[src/rtl/mult_arbiter_pkg.sv]
// Shared encodings for the dual-lane multiplier arbiter.
package mult_arbiter_pkg;

    localparam int MULT_WIDTH_DEFAULT = 32;

    // Arbiter FSM states
    typedef enum logic [1:0] {
        IDLE = 2'd0,
        BUSY = 2'd1,
        DONE = 2'd2
    } state_e;

    // Which execute lane currently owns the multiplier
    typedef enum logic [1:0] {
        NONE = 2'd0,
        L1   = 2'd1,
        L2   = 2'd2
    } owner_e;

endpackage

[src/rtl/mult_arbiter_if.sv]
// Lane request/stall bundle between the two E stages and the multiplier arbiter.
//
// Handshake: a lane presents req with its operands and keeps them stable while
// stall is high. A request is effective only when flush is low. The product
// commits at the edge that ends the cycle in which done is high; stall is low in
// that same cycle, so the lane advances on exactly that edge.
interface mult_arbiter_if #(
    parameter int WIDTH = 32
);
    import mult_arbiter_pkg::*;

    logic             req1;
    logic             signed1;
    logic [WIDTH-1:0] a1;
    logic [WIDTH-1:0] b1;
    logic             flush1;
    logic             req2;
    logic             signed2;
    logic [WIDTH-1:0] a2;
    logic [WIDTH-1:0] b2;
    logic             flush2;

    logic             stall1;
    logic             stall2;
    logic             done1;
    logic             done2;
    logic             busy;
    logic [WIDTH-1:0] hi;
    logic [WIDTH-1:0] lo;

    // Debug view of the arbiter FSM
    state_e           dbg_state;
    owner_e           dbg_owner;

    modport master (
        output req1, signed1, a1, b1, flush1,
        output req2, signed2, a2, b2, flush2,
        input  stall1, stall2, done1, done2, busy, hi, lo,
        input  dbg_state, dbg_owner
    );

    modport slave (
        input  req1, signed1, a1, b1, flush1,
        input  req2, signed2, a2, b2, flush2,
        output stall1, stall2, done1, done2, busy, hi, lo,
        output dbg_state, dbg_owner
    );

endinterface

[src/rtl/mult_arbiter_shift_add_mult_core.sv]
// Iterative unsigned shift-add multiplier: one multiplier bit per step.
// The multiplier sits in the low half of the accumulator and is shifted out as
// partial sums enter from the top; after WIDTH steps the accumulator is a*b.
module shift_add_mult_core #(
    parameter int WIDTH = 32
) (
    input  logic               clk,
    input  logic               reset,
    input  logic               start,
    input  logic               step,
    input  logic [WIDTH-1:0]   a_mag,
    input  logic [WIDTH-1:0]   b_mag,
    output logic [2*WIDTH-1:0] acc
);

    logic [2*WIDTH-1:0] acc_q, acc_d;
    logic [WIDTH-1:0]   mcand_q, mcand_d;
    logic [WIDTH:0]     sum;

    // Load operands on start, otherwise add-and-shift once per step
    always_comb begin
        acc_d   = acc_q;
        mcand_d = mcand_q;
        sum     = {1'b0, acc_q[2*WIDTH-1:WIDTH]};
        if (acc_q[0]) begin
            sum = sum + {1'b0, mcand_q};
        end
        if (start) begin
            acc_d   = {{WIDTH{1'b0}}, b_mag};
            mcand_d = a_mag;
        end else if (step) begin
            acc_d = {sum, acc_q[WIDTH-1:1]};
        end
    end

    // Accumulator and multiplicand registers
    always_ff @(posedge clk) begin
        if (reset) begin
            acc_q   <= '0;
            mcand_q <= '0;
        end else begin
            acc_q   <= acc_d;
            mcand_q <= mcand_d;
        end
    end

    assign acc = acc_q;

endmodule

[src/rtl/mult_arbiter.sv]
// Shares one iterative multiplier and HI/LO between execute lanes 1 and 2.
// Lane 1 is older in program order and wins simultaneous requests; lane 2 is
// chained straight from DONE into BUSY when it is waiting behind lane 1.
module mult_arbiter
    import mult_arbiter_pkg::*;
#(
    parameter int WIDTH = 32
) (
    input  logic          clk,
    input  logic          reset,
    mult_arbiter_if.slave bus
);

    localparam int CW = $clog2(WIDTH);

    state_e             state_q, state_d;
    owner_e             owner_q, owner_d;
    logic [CW-1:0]      count_q, count_d;
    logic               neg_q, neg_d;
    logic [WIDTH-1:0]   hi_q, hi_d;
    logic [WIDTH-1:0]   lo_q, lo_d;

    logic               v1, v2;
    logic               load1, load2;
    logic               core_start, core_step;
    logic [WIDTH-1:0]   core_a, core_b;
    logic [2*WIDTH-1:0] core_acc;
    logic [2*WIDTH-1:0] product;

    // Magnitude of a possibly signed operand; the most negative value maps to
    // 2^(WIDTH-1), which is representable unsigned.
    function automatic logic [WIDTH-1:0] magnitude(input logic [WIDTH-1:0] x,
                                                   input logic             sgn);
        if (sgn && x[WIDTH-1]) begin
            return (~x) + {{(WIDTH-1){1'b0}}, 1'b1};
        end
        return x;
    endfunction

    assign v1 = bus.req1 & ~bus.flush1;
    assign v2 = bus.req2 & ~bus.flush2;

    // Sign-corrected product of the finished multiply
    assign product = neg_q ? ((~core_acc) + {{(2*WIDTH-1){1'b0}}, 1'b1}) : core_acc;

    shift_add_mult_core #(
        .WIDTH (WIDTH)
    ) u_core (
        .clk   (clk),
        .reset (reset),
        .start (core_start),
        .step  (core_step),
        .a_mag (core_a),
        .b_mag (core_b),
        .acc   (core_acc)
    );

    // Next-state, owner selection, operand latching and HI/LO commit
    always_comb begin
        state_d    = state_q;
        owner_d    = owner_q;
        count_d    = count_q;
        neg_d      = neg_q;
        hi_d       = hi_q;
        lo_d       = lo_q;
        load1      = 1'b0;
        load2      = 1'b0;
        core_start = 1'b0;
        core_step  = 1'b0;
        core_a     = '0;
        core_b     = '0;

        unique case (state_q)
            IDLE: begin
                if (v1) begin
                    load1 = 1'b1;
                end else if (v2) begin
                    load2 = 1'b1;
                end
            end
            BUSY: begin
                core_step = 1'b1;
                if ((owner_q == L1 && bus.flush1) || (owner_q == L2 && bus.flush2)) begin
                    // Owner squashed: drop the multiply, HI/LO untouched
                    state_d = IDLE;
                    owner_d = NONE;
                    count_d = '0;
                end else if (count_q == CW'(WIDTH - 1)) begin
                    state_d = DONE;
                    count_d = '0;
                end else begin
                    count_d = count_q + {{(CW-1){1'b0}}, 1'b1};
                end
            end
            DONE: begin
                hi_d = product[2*WIDTH-1:WIDTH];
                lo_d = product[WIDTH-1:0];
                // req1 still shows the completing instruction, so only lane 2 chains
                if (owner_q == L1 && v2) begin
                    load2 = 1'b1;
                end else begin
                    state_d = IDLE;
                    owner_d = NONE;
                end
            end
            default: begin
                state_d = IDLE;
                owner_d = NONE;
                count_d = '0;
            end
        endcase

        if (load1) begin
            core_start = 1'b1;
            core_a     = magnitude(bus.a1, bus.signed1);
            core_b     = magnitude(bus.b1, bus.signed1);
            neg_d      = bus.signed1 & (bus.a1[WIDTH-1] ^ bus.b1[WIDTH-1]);
            owner_d    = L1;
            state_d    = BUSY;
            count_d    = '0;
        end else if (load2) begin
            core_start = 1'b1;
            core_a     = magnitude(bus.a2, bus.signed2);
            core_b     = magnitude(bus.b2, bus.signed2);
            neg_d      = bus.signed2 & (bus.a2[WIDTH-1] ^ bus.b2[WIDTH-1]);
            owner_d    = L2;
            state_d    = BUSY;
            count_d    = '0;
        end
    end

    // FSM, owner, iteration count, sign and architectural HI/LO registers
    always_ff @(posedge clk) begin
        if (reset) begin
            state_q <= IDLE;
            owner_q <= NONE;
            count_q <= '0;
            neg_q   <= 1'b0;
            hi_q    <= '0;
            lo_q    <= '0;
        end else begin
            state_q <= state_d;
            owner_q <= owner_d;
            count_q <= count_d;
            neg_q   <= neg_d;
            hi_q    <= hi_d;
            lo_q    <= lo_d;
        end
    end

    // A lane stalls on its own request except in the cycle its product commits
    always_comb begin
        bus.done1  = (state_q == DONE) && (owner_q == L1);
        bus.done2  = (state_q == DONE) && (owner_q == L2);
        bus.stall1 = v1 & ~reset & ~bus.done1;
        bus.stall2 = v2 & ~reset & ~bus.done2;
        bus.busy   = (state_q != IDLE);
        bus.hi     = hi_q;
        bus.lo     = lo_q;
        bus.dbg_state = state_q;
        bus.dbg_owner = owner_q;
    end

endmodule

[src/flat_wrapper.sv]
// flat-port wrapper written by rule: the top's interface ports become plain ports
module mult_arbiter_flat import mult_arbiter_pkg::*;
#(
    parameter int WIDTH = 32
)
  (clk, reset, bus_req1, bus_signed1, bus_a1, bus_b1, bus_flush1, bus_req2, bus_signed2, bus_a2, bus_b2, bus_flush2, bus_stall1, bus_stall2, bus_done1, bus_done2, bus_busy, bus_hi, bus_lo, bus_dbg_state, bus_dbg_owner);
  mult_arbiter_if #(.WIDTH(WIDTH)) bus_i ();
  input  logic clk;
  input  logic reset;
  input wire logic [$bits(bus_i.req1)-1:0] bus_req1;
  input wire logic [$bits(bus_i.signed1)-1:0] bus_signed1;
  input wire logic [$bits(bus_i.a1)-1:0] bus_a1;
  input wire logic [$bits(bus_i.b1)-1:0] bus_b1;
  input wire logic [$bits(bus_i.flush1)-1:0] bus_flush1;
  input wire logic [$bits(bus_i.req2)-1:0] bus_req2;
  input wire logic [$bits(bus_i.signed2)-1:0] bus_signed2;
  input wire logic [$bits(bus_i.a2)-1:0] bus_a2;
  input wire logic [$bits(bus_i.b2)-1:0] bus_b2;
  input wire logic [$bits(bus_i.flush2)-1:0] bus_flush2;
  output wire logic [$bits(bus_i.stall1)-1:0] bus_stall1;
  output wire logic [$bits(bus_i.stall2)-1:0] bus_stall2;
  output wire logic [$bits(bus_i.done1)-1:0] bus_done1;
  output wire logic [$bits(bus_i.done2)-1:0] bus_done2;
  output wire logic [$bits(bus_i.busy)-1:0] bus_busy;
  output wire logic [$bits(bus_i.hi)-1:0] bus_hi;
  output wire logic [$bits(bus_i.lo)-1:0] bus_lo;
  output wire logic [$bits(bus_i.dbg_state)-1:0] bus_dbg_state;
  output wire logic [$bits(bus_i.dbg_owner)-1:0] bus_dbg_owner;
  assign bus_i.req1 = bus_req1;
  assign bus_i.signed1 = bus_signed1;
  assign bus_i.a1 = bus_a1;
  assign bus_i.b1 = bus_b1;
  assign bus_i.flush1 = bus_flush1;
  assign bus_i.req2 = bus_req2;
  assign bus_i.signed2 = bus_signed2;
  assign bus_i.a2 = bus_a2;
  assign bus_i.b2 = bus_b2;
  assign bus_i.flush2 = bus_flush2;
  assign bus_stall1 = bus_i.stall1;
  assign bus_stall2 = bus_i.stall2;
  assign bus_done1 = bus_i.done1;
  assign bus_done2 = bus_i.done2;
  assign bus_busy = bus_i.busy;
  assign bus_hi = bus_i.hi;
  assign bus_lo = bus_i.lo;
  assign bus_dbg_state = bus_i.dbg_state;
  assign bus_dbg_owner = bus_i.dbg_owner;
  mult_arbiter #(.WIDTH(WIDTH)) u_core (.clk(clk), .reset(reset), .bus(bus_i));
endmodule
[config.mk]
export PLATFORM = sky130hd
export DESIGN_NAME = mult_arbiter_flat
export DESIGN_NICKNAME = d
export VERILOG_FILES = /design/src/rtl/mult_arbiter_pkg.sv /design/src/rtl/mult_arbiter_if.sv /design/src/rtl/mult_arbiter_shift_add_mult_core.sv /design/src/rtl/mult_arbiter.sv /design/src/flat_wrapper.sv
export SDC_FILE = /design/constraint.sdc
export NUM_CORES = 1
export LEC_CHECK = 0
export ABC_CLOCK_PERIOD_IN_PS = 5750
export CAP_MARGIN = 15
export CORE_MARGIN = 4
export CORE_UTILIZATION = 48
export CTS_BUF_LIST = sky130_fd_sc_hd__clkbuf_16
export DETAILED_ROUTE_END_ITERATION = 8
export GPL_TIMING_DRIVEN = 0
export PLACE_DENSITY_LB_ADDON = 0.25
export SLEW_MARGIN = 20
export SYNTH_ARGS = -nofsm -noshare
export SYNTH_HDL_FRONTEND = slang
export SYNTH_HIERARCHICAL = 1
export SYNTH_SLANG_ARGS = --single-unit
[constraint.sdc]
create_clock -name clk -period 5.75 [get_ports clk]
set_clock_uncertainty 0.05 [all_clocks]
set_input_delay 0.575 -clock clk [delete_from_list [all_inputs] [get_ports clk]]
set_output_delay 0.575 -clock clk [all_outputs]
set_load 0.02 [all_outputs]
==> flow_metrics.tcl, run 1 <==
set metrics [dict create \
    status "finished, final reports clean" \
    cts_sinks 170 \
    max_slew_margin 0.176 \
    rsz0062_at_grt "no" \
    final_common_cell "nor2_1" \
    synth_cell_types 79 \
    cts_tree "done" \
    synth_edf_count 0 \
    cts_buffers 17 \
    grt_max_degree 17 \
    cpPeakStageDelay_ns 0.62 \
    fin_hold_ws_ns 0.400 \
    ctsResizeCount 0 \
    hold_depth 2 \
    syn_avg_cell_area_um2 7.74 \
    leakage_nw 5.73 \
    synth_flop_cell "dfxtp_1" \
    postPlaceCellArea_um2 15500 \
    tightest_slew_ns 1.23 \
    rows 59 \
    mostFrequentLayoutCells "nor2_1, clkdlybuf4s50_1, dfxtp_1, a21oi_1, xor2_1" \
    fmax_ghz 0.289 \
    drt_drc_violations_left 0 \
    die-height_um 172 \
    grt_pass1_wl_mm 66.3 \
    fin_setup_tns_ns 0 \
    routed_wl_mm 42.8 \
    fp.dieW_um 172 \
    dr_total_vias 13753 \
    hold_class "flip-flop to flip-flop" \
    synth_fp_nets 1850 \
    grt_overflow_total 0 \
    clockBufferDepth 2 \
    grt_pass1_vias 12649 \
    wl_per_cell_um 19.0 \
    cp.required_ns 5.99 \
    die_area_um2 29700 \
    antenna_found_initial 0 \
    core-area_um2 26300 \
    fill_cells 2431 \
    ios 209 \
    diodes 0 \
    syn_inst 1674 \
    arrival_ns 3.71 \
    startpoint_type "primary input" \
    vdd.ir_drop.worst_mv 0.220 \
    viasPerCell 6.11 \
    slew_viol_final 0 \
    initial_core_util 0.493 \
    firstDrtPassIters 6 \
    cp_cell_sequence "clkdlybuf4s50_1 -> nand2b_1 -> a2111o_1 -> nand2_1 -> clkbuf_1 -> clkbuf_1 -> buf_1 -> mux2i_1 -> nor2_1" \
    yosys_warnings 6 \
    ant_nets 0 \
    track_usage 0.275 \
    ys_ff_latch 170 \
    cts_setup_buffers 0 \
    max_cap_violations 0 \
    drtIter0Drc 1350 \
    cts_hold_buf 0 \
    htreeDepth 4 \
    end_kind "flip-flop" \
    path_class "primary input to flip-flop" \
    final.min_clock_period_ns 3.46 \
    place_congestion 0.953 \
    ys_seq_area_frac 0.263 \
    crit_slowest_cell "buf_1" \
    r2r_cells 9 \
    port_buffers 208 \
    syn2layout_area_growth_pct 23.5 \
    async_flop_share 0 \
    dp_hpwl_mm 34.2 \
    hold_viol_final 0 \
    syn-cell-area_um2 13000 \
    post-route-cell-area_um2 16000 \
    clock-root-buffer "clkbuf_16" \
    clk_latency_ns 0.43 \
    cp_max_fo 10 \
    layout.nets 2078 \
    cp_common_cell "clkbuf_1" \
    power.density_nw_per_um2 218 \
    dp_cells 2218 \
    drive_gt1_frac 0.0428 \
    final_cells 2250 \
    path_clk_slew_ns 0.06 \
    min_period_over_period 0.602 \
    finalSetupViolations 0 \
]
==> final timing paths <==
kind	from	end	slack, ns
hold reg to reg	u_core/bus.hi[3]	u_core/bus.hi[3]	0.40
setup / recovery	bus_flush2	u_core/u_core/mcand_q[30]	2.29
setup reg to reg	u_core/bus.dbg_state[0]	u_core/u_core/mcand_q[30]	2.45
hold / removal	u_core/bus.hi[3]	u_core/bus.hi[3]	0.40
==> metrics by stage <==
step           worst slack (ns)  total power [W]   util
2_1_floorplan              2.93          0.00203      -
3_3_place_gp               1.68          0.00241  0.588
3_5_place_dp               1.92          0.00243  0.589
4_1_cts                    2.36          0.00347  0.609
5_1_grt                    2.12          0.00363  0.609
6_report                   2.29          0.00348  0.609
==> routing by layer <==
| metal | part of all wire | track usage | vias up |
|---|---|---|---|
| met5 | 0 | 0 | - |
| met4 | 0.014 | 0.0649 | 0 |
| met3 | 0.088 | 0.0386 | 58 |
| met2 | 0.44 | 0.430 | 707 |
| met1 | 0.46 | 0.402 | 6398 |
| li1 | - | - | 6590 |
==> power by group <==
group,internal [W],leakage (nW),switching [W]
combinational,0.000447,4.11,0.000670
clock,0.000551,0.248,0.000494
sequential,0.00124,1.38,0.0000852
==> state kept, by name, indices dropped and copies added (netlist names) <==
register	cells
u_core/u_core/mcand_q	32
u_core/bus.lo	32
u_core/bus.dbg_state	2
u_core/bus.dbg_owner	2
u_core/bus.hi	32
u_core/count_q	5
u_core/neg_q	1
u_core/u_core/acc	64
==> cell usage after synthesis (7+ instances only) <==
cell | number | area (um^2)
nand4_1 | 10 | 62.6
xor2_1 | 115 | 1010
dfxtp_1 | 170 | 3400
nand3_1 | 24 | 120
xnor2_1 | 83 | 727
o21ai_0 | 104 | 521
a21oi_1 | 131 | 656
o211ai_1 | 11 | 82.6
inv_1 | 32 | 120
o31ai_1 | 32 | 240
clkbuf_1 | 70 | 263
or3_1 | 30 | 188
nor4_1 | 24 | 150
buf_1 | 17 | 63.8
or4_1 | 23 | 173
a31oi_1 | 24 | 150
o21ai_1 | 12 | 60.1
nor3_1 | 34 | 170
o41ai_1 | 14 | 123
mux2i_1 | 90 | 901
nor2b_1 | 10 | 62.6
nand2_1 | 107 | 402
nor2_1 | 218 | 818
ha_1 | 39 | 488
nand2b_1 | 13 | 81.3
o22ai_1 | 65 | 407
a211oi_1 | 40 | 300
nor3b_1 | 7 | 52.6
a21o_1 | 14 | 105
==> kinds of logic after synthesis <==
logic type,synth area share
simple gates,0.200
compound gates,0.250
xor+xnor,0.134
flops,0.263
buf+inv,0.0438
mux,0.0704
fa+ha+maj,0.0392
==> cell type report <==
| type | instances | area, um^2 | share of cell area |
|---|---|---|---|
| clock buffers | 17 | 425 | 0.0266 |
| well taps | 335 | 419 | 0.0262 |
| multi-input cells | 1371 | 8990 | 0.562 |
| clock inverters | 15 | 105 | 0.00657 |
| flip-flops and latches | 170 | 3400 | 0.213 |
| repair buffers | 209 | 2090 | 0.130 |
| inverters | 32 | 120 | 0.00751 |
| plain buffers | 101 | 448 | 0.0280 |
==> worst max-delay path, delay by kind of cell <==
| family | cells | cell delay, ns |
|---|---|---|
| AO/OA/AOI/OAI | 1 | 0.51 |
| buffers and inverters | 4 | 1.93 |
| multiplexers | 1 | 0.25 |
| AND/OR/NAND/NOR | 3 | 0.43 |
(Power assumes the default switching activity.)
==> run 2: changes to the inputs <==
ABC_CLOCK_PERIOD_IN_PS = 3400   (was 5750)
clock period = 3.4 ns   (was 5.75 ns; I/O delays follow)
==> run 2 against run 1 <==
Combinational power increased by 69%. Die area stayed put. Largest power group unchanged. Wire length fell by 0.36%. Global-route usage unchanged. Sequential share of layout area barely moved. Clock power up 70%.
==> flow_metrics.tcl, run 2 (synthesis gave the netlist of run 1 again) <==
set metrics [dict create \
    status "finished, final reports clean" \
    place_ws_ns -0.200 \
    fin_hold_ws_ns 0.400 \
    wl_per_cell_um 18.9 \
    slew_viol_final 0 \
    hold_viol_final 0 \
    core-area_um2 26300 \
    grt_pass1_wl_mm 66.3 \
    dr_total_vias 13727 \
    p_clk_frac 0.301 \
    clockBufferDepth 2 \
    r2r_end "u_core/u_core/acc[55]" \
    mostFrequentLayoutCells "nor2_1, clkdlybuf4s50_1, dfxtp_1, a21oi_1, xor2_1" \
    r2r-start "u_core/u_core/acc[32]" \
    finalSetupViolations 0 \
    cts_sinks 170 \
    path_clk_slew_ns 0.06 \
    layout.nets 2078 \
    cts_setup_buffers 0 \
    p_switching_w 0.00211 \
    syn2layout_area_growth_pct 23.5 \
    vdd.ir_drop.worst_mv 0.371 \
    cp_max_fo 6 \
    port_buffers 208 \
    crit_slowest_cell "fa_1" \
    die-height_um 172 \
    r2r_cells 10 \
    max_cap_violations 0 \
    cpPeakStageDelay_ns 0.44 \
    ios 209 \
    final_cells 2250 \
    drtIter0Drc 1482 \
    rows 59 \
    p_int_w 0.00378 \
    cts_hold_buf 0 \
    path_class "flip-flop to flip-flop" \
    fin_ws_ns 0.245 \
    htreeDepth 4 \
    rsz0062_at_grt "no" \
    track_usage 0.275 \
    drt_drc_violations_left 0 \
    fmax_ghz 0.317 \
    cp.required_ns 3.72 \
    firstDrtPassIters 5 \
    final.min_clock_period_ns 3.16 \
    startpoint_type "flip-flop" \
    viasPerCell 6.10 \
    dp_cells 2218 \
    dp_hpwl_mm 34.2 \
    switching_share 0.359 \
    max_slew_margin 0.250 \
    fp.dieW_um 172 \
    hp-start "u_core/bus.hi[3]" \
    min_period_over_period 0.928 \
    clk_latency_ns 0.43 \
    grt_overflow_total 0 \
    tightest_slew_ns 1.12 \
    end_kind "flip-flop" \
    ctsResizeCount 0 \
    antenna_found_initial 0 \
    critPathCapture "u_core/u_core/acc[55]" \
    arrival_ns 3.48 \
    ant_nets 0 \
    final_common_cell "nor2_1" \
    fin_setup_tns_ns 0 \
    routed_wl_mm 42.6 \
    leakage_nw 5.73 \
    grt_max_degree 17 \
    hold_class "flip-flop to flip-flop" \
    fin_total_pwr_w 0.00589 \
    place_congestion 0.953 \
    clock-root-buffer "clkbuf_16" \
    diodes 0 \
    power.density_nw_per_um2 368 \
    cts_buffers 17 \
    die_area_um2 29700 \
    crit_start "u_core/u_core/acc[32]" \
    pwr-share-seq 0.379 \
    cp_cell_sequence "ha_1 -> fa_1 -> a211oi_1 -> o21a_1 -> a21oi_2 -> nor2_1 -> o31ai_1 -> a221oi_1 -> mux2i_1 -> o211a_1" \
    cts_tree "done" \
    p_comb_frac 0.320 \
    drive_gt1_frac 0.0433 \
    ff2ff_setup_slack_ns 0.24 \
    initial_core_util 0.493 \
    grt_pass1_vias 12649 \
    largest_register_ff_count 64 \
]
[run 2: cell count changes in the layout (fill, tap and decap cells not counted)]
cell      before  now
buf_1         17   16
clkbuf_2       0    1
[run 2: critical path: cells and delay by family (launching register included)]
| kind | cells | cell delay (ns) |
|---|---|---|
| simple gates | 1 | 0.22 |
| flops | 1 | 0.37 |
| compound gates | 6 | 1.45 |
| mux | 1 | 0.31 |
| fa+ha+maj | 2 | 0.71 |
[run 2: area by class of cell]
class / count / area, um^2
inverters: 32 / 120
fillers: 2432 / 10300
clock buffers: 17 / 425
multi-input cells: 1371 / 8990
plain buffers: 101 / 449
well taps: 335 / 419
clock inverters: 15 / 105
flip-flops and latches: 170 / 3400
repair buffers: 209 / 2090
[run 2: power groups by stage]
stage / clock network [W] / logic, W / registers, W
2_1_floorplan: 0 / 0.00118 / 0.00225
3_3_place_gp: 0 / 0.00181 / 0.00227
3_5_place_dp: 0 / 0.00184 / 0.00227
4_1_cts: 0.00178 / 0.00185 / 0.00223
5_1_grt: 0.00187 / 0.00203 / 0.00224
6_report: 0.00177 / 0.00189 / 0.00223
[run 2: how the worst min path moves through the flow]
stage | to | slack [ns] | cells after the start
global route | u_core/bus.hi[17] | 0.41 | 2
floorplan | u_core/u_core/mcand_q[0] | 0.41 | 2
finish | u_core/bus.hi[3] | 0.40 | 2
CTS | u_core/bus.hi[3] | 0.40 | 2
global placement | u_core/bus.hi[12] | 0.39 | 2
detailed placement | u_core/bus.hi[6] | 0.39 | 2
[run 2: through the flow]
stage / util / instance area [um^2]
after floorplan: - / 13000
after global placement: 0.588 / 15500
after detailed placement: 0.589 / 15500
after CTS: 0.609 / 16000
after global routing: 0.609 / 16000
final: 0.609 / 16000
[run 2: layer usage]
metal	GRT usage	vias to the layer above	wire length, um
met4	0.0649	0	681
met3	0.0386	57	3660
met5	0	-	0
li1	-	6593	-
met2	0.430	690	18600
met1	0.402	6387	19600
==> run 3: changes to the inputs <==
ABC_CLOCK_PERIOD_IN_PS = 2900   (was 3400)
CORE_UTILIZATION = 37   (was 48)
TNS_END_PERCENT = 20   (was unset)
clock period = 2.9 ns   (was 3.4 ns; I/O delays follow)
==> run 3 against run 2 <==
The run now ends with negative setup slack left. Largest power group unchanged. Count of clock-buffer cells in the layout did not move. Non-clock buffer count did not move. Wire length rose by 7.3%. Maximum frequency rose by 8.8%. Sequential share of layout area fell by 0.48 points. Die area rose by 28%. Highest routed layer unchanged. Setup slack got worse by 0.24 ns. Worst hold slack barely moved. Register-to-register slack got worse by 0.24 ns.
==> flow_metrics.tcl, run 3 (synthesis gave the netlist of run 1 again) <==
set metrics [dict create \
    cp.required_ns 3.15 \
    leakage_nw 5.83 \
    layout.nets 2078 \
    dr_total_vias 13688 \
    path_clk_slew_ns 0.06 \
    die_area_um2 38100 \
    fin_ws_ns -0.000145 \
    cts_hold_buf 0 \
    max_slew_margin 0.480 \
    cp_max_fo 5 \
    wl_per_cell_um 19.3 \
    switching_share 0.342 \
    clock-root-buffer "clkbuf_16" \
    arrival_ns 3.15 \
    startpoint_type "flip-flop" \
    largest_register_ff_count 64 \
    clk_latency_ns 0.43 \
    hold_depth 2 \
    routed_wl_mm 45.7 \
    drive_gt1_frac 0.0617 \
    ff2ff_setup_slack_ns -0.0001 \
    cp_cell_sequence "or4_1 -> nand4b_1 -> or4_1 -> o41a_1 -> xnor2_1 -> o21ai_0" \
    fin_setup_tns_ns -0.000145 \
    cp_top_family "simple AND/OR/NAND/NOR gates" \
    grt_pass1_wl_mm 70.8 \
    cts_sinks 170 \
    rsz0062_at_grt "yes" \
    core-area_um2 34500 \
    critPathBufInv 0 \
    cp_common_cell "or4_1" \
    viasPerCell 5.78 \
    r2r-start "u_core/u_core/acc[13]" \
    rows 68 \
    end_kind "flip-flop" \
    p_clk_frac 0.326 \
    status "finished, violations left" \
    r2r_cells 6 \
    postLayoutCoreUtil 0.475 \
    fp.dieW_um 195 \
    tightest_slew_ns 0.773 \
    cts_buffers 17 \
    pwr-share-seq 0.362 \
    hold_class "flip-flop to flip-flop" \
    drtIter0Drc 1173 \
    max_cap_violations 0 \
    grt_overflow_total 0 \
    grt_max_degree 17 \
    p_comb_frac 0.312 \
    cpPeakStageDelay_ns 0.63 \
    ios 209 \
    final.min_clock_period_ns 2.90 \
    mostFrequentLayoutCells "nor2_1, clkdlybuf4s50_1, dfxtp_1, a21oi_1, xor2_1" \
    power.density_nw_per_um2 443 \
    dp_cells 2338 \
    final_common_cell "nor2_1" \
    hold_end "u_core/bus.lo[30]" \
    hp-start "u_core/bus.lo[30]" \
    finalSetupViolations 1 \
    antenna_found_initial 0 \
    grt_pass1_vias 12587 \
    port_buffers 208 \
    hold_viol_final 0 \
    fin_hold_ws_ns 0.400 \
    slew_viol_final 0 \
    dp_hpwl_mm 36.7 \
    track_usage 0.227 \
    p_switching_w 0.00248 \
    crit_slowest_cell "or4_1" \
    path_class "flip-flop to flip-flop" \
    clockBufferDepth 2 \
    initial_core_util 0.375 \
    ant_nets 0 \
    violations "negative setup slack" \
    firstDrtPassIters 6 \
    fmax_ghz 0.345 \
    die-height_um 195 \
    vdd.ir_drop.worst_mv 0.372 \
    min_period_over_period 1.00 \
    drt_drc_violations_left 0 \
    syn2layout_area_growth_pct 26.5 \
    final_cells 2369 \
    r2r_end "u_core/bus.lo[29]" \
    diodes 0 \
    p_int_w 0.00479 \
    place_congestion 0.913 \
    cts_tree "done" \
    fin_total_pwr_w 0.00727 \
    htreeDepth 4 \
]
run 3: what timing repair did:
| item | in CTS | in global routing |
|---|---|---|
| endpoints found under the setup margin | 35 | 80 |
| pin swaps | 0 | 3 |
| buffers inserted | 0 | 2 |
| resized for setup | 12 | 33 |
run 3: final cells by class:
type,instances,area [um^2]
plain buffers,99,448
clock buffers,17,425
clock inverters,14,180
fillers,3479,18200
inverters,32,120
multi-input cells,1371,9140
flip-flops and latches,170,3410
well taps,455,569
repair buffers,211,2100
run 3: worst max path at each step:
stage	from	to	cells past startpoint
6_report	u_core/u_core/acc[13]	u_core/bus.lo[29]	6
5_1_grt	u_core/bus.dbg_state[1]	u_core/u_core/acc[8]	7
4_1_cts	u_core/u_core/acc[24]	u_core/bus.hi[27]	8
3_5_place_dp	bus_flush2	u_core/u_core/mcand_q[23]	9
3_3_place_gp	bus_flush2	u_core/neg_q	7
2_1_floorplan	u_core/u_core/acc[20]	u_core/bus.hi[27]	8
run 3: metrics by stage:
stage,setup slack [ns],area [um^2]
2_1_floorplan,0.326,13000
3_3_place_gp,-0.990,15600
3_5_place_dp,-0.726,15600
4_1_cts,-0.0776,16300
5_1_grt,-0.0586,16400
6_report,-0.000145,16400
run 3: power by group through the flow:
| stage | clock (W) | combinational (W) | sequential [W] |
|---|---|---|---|
| floorplan | 0 | 0.00138 | 0.00264 |
| detailed placement | 0 | 0.00218 | 0.00267 |
| global placement | 0 | 0.00216 | 0.00267 |
| global route | 0.00251 | 0.00244 | 0.00264 |
| CTS | 0.00241 | 0.00220 | 0.00262 |
| finish | 0.00237 | 0.00227 | 0.00263 |
run 3: worst reg2reg max path, delay by kind of cell (launching register included):
kind             cells  cell delay [ns]
AND/OR/NAND/NOR      3             1.58
AO/OA/AOI/OAI        2             0.46
XOR/XNOR             1             0.29
flip-flops           1             0.38
run 3: metal layers:
metal,track usage,share of wire,up-vias
li1,-,-,6600
met1,0.339,0.47,6404
met2,0.349,0.43,629
met3,0.0305,0.083,55
met4,0.0489,0.017,0
met5,0,0,-
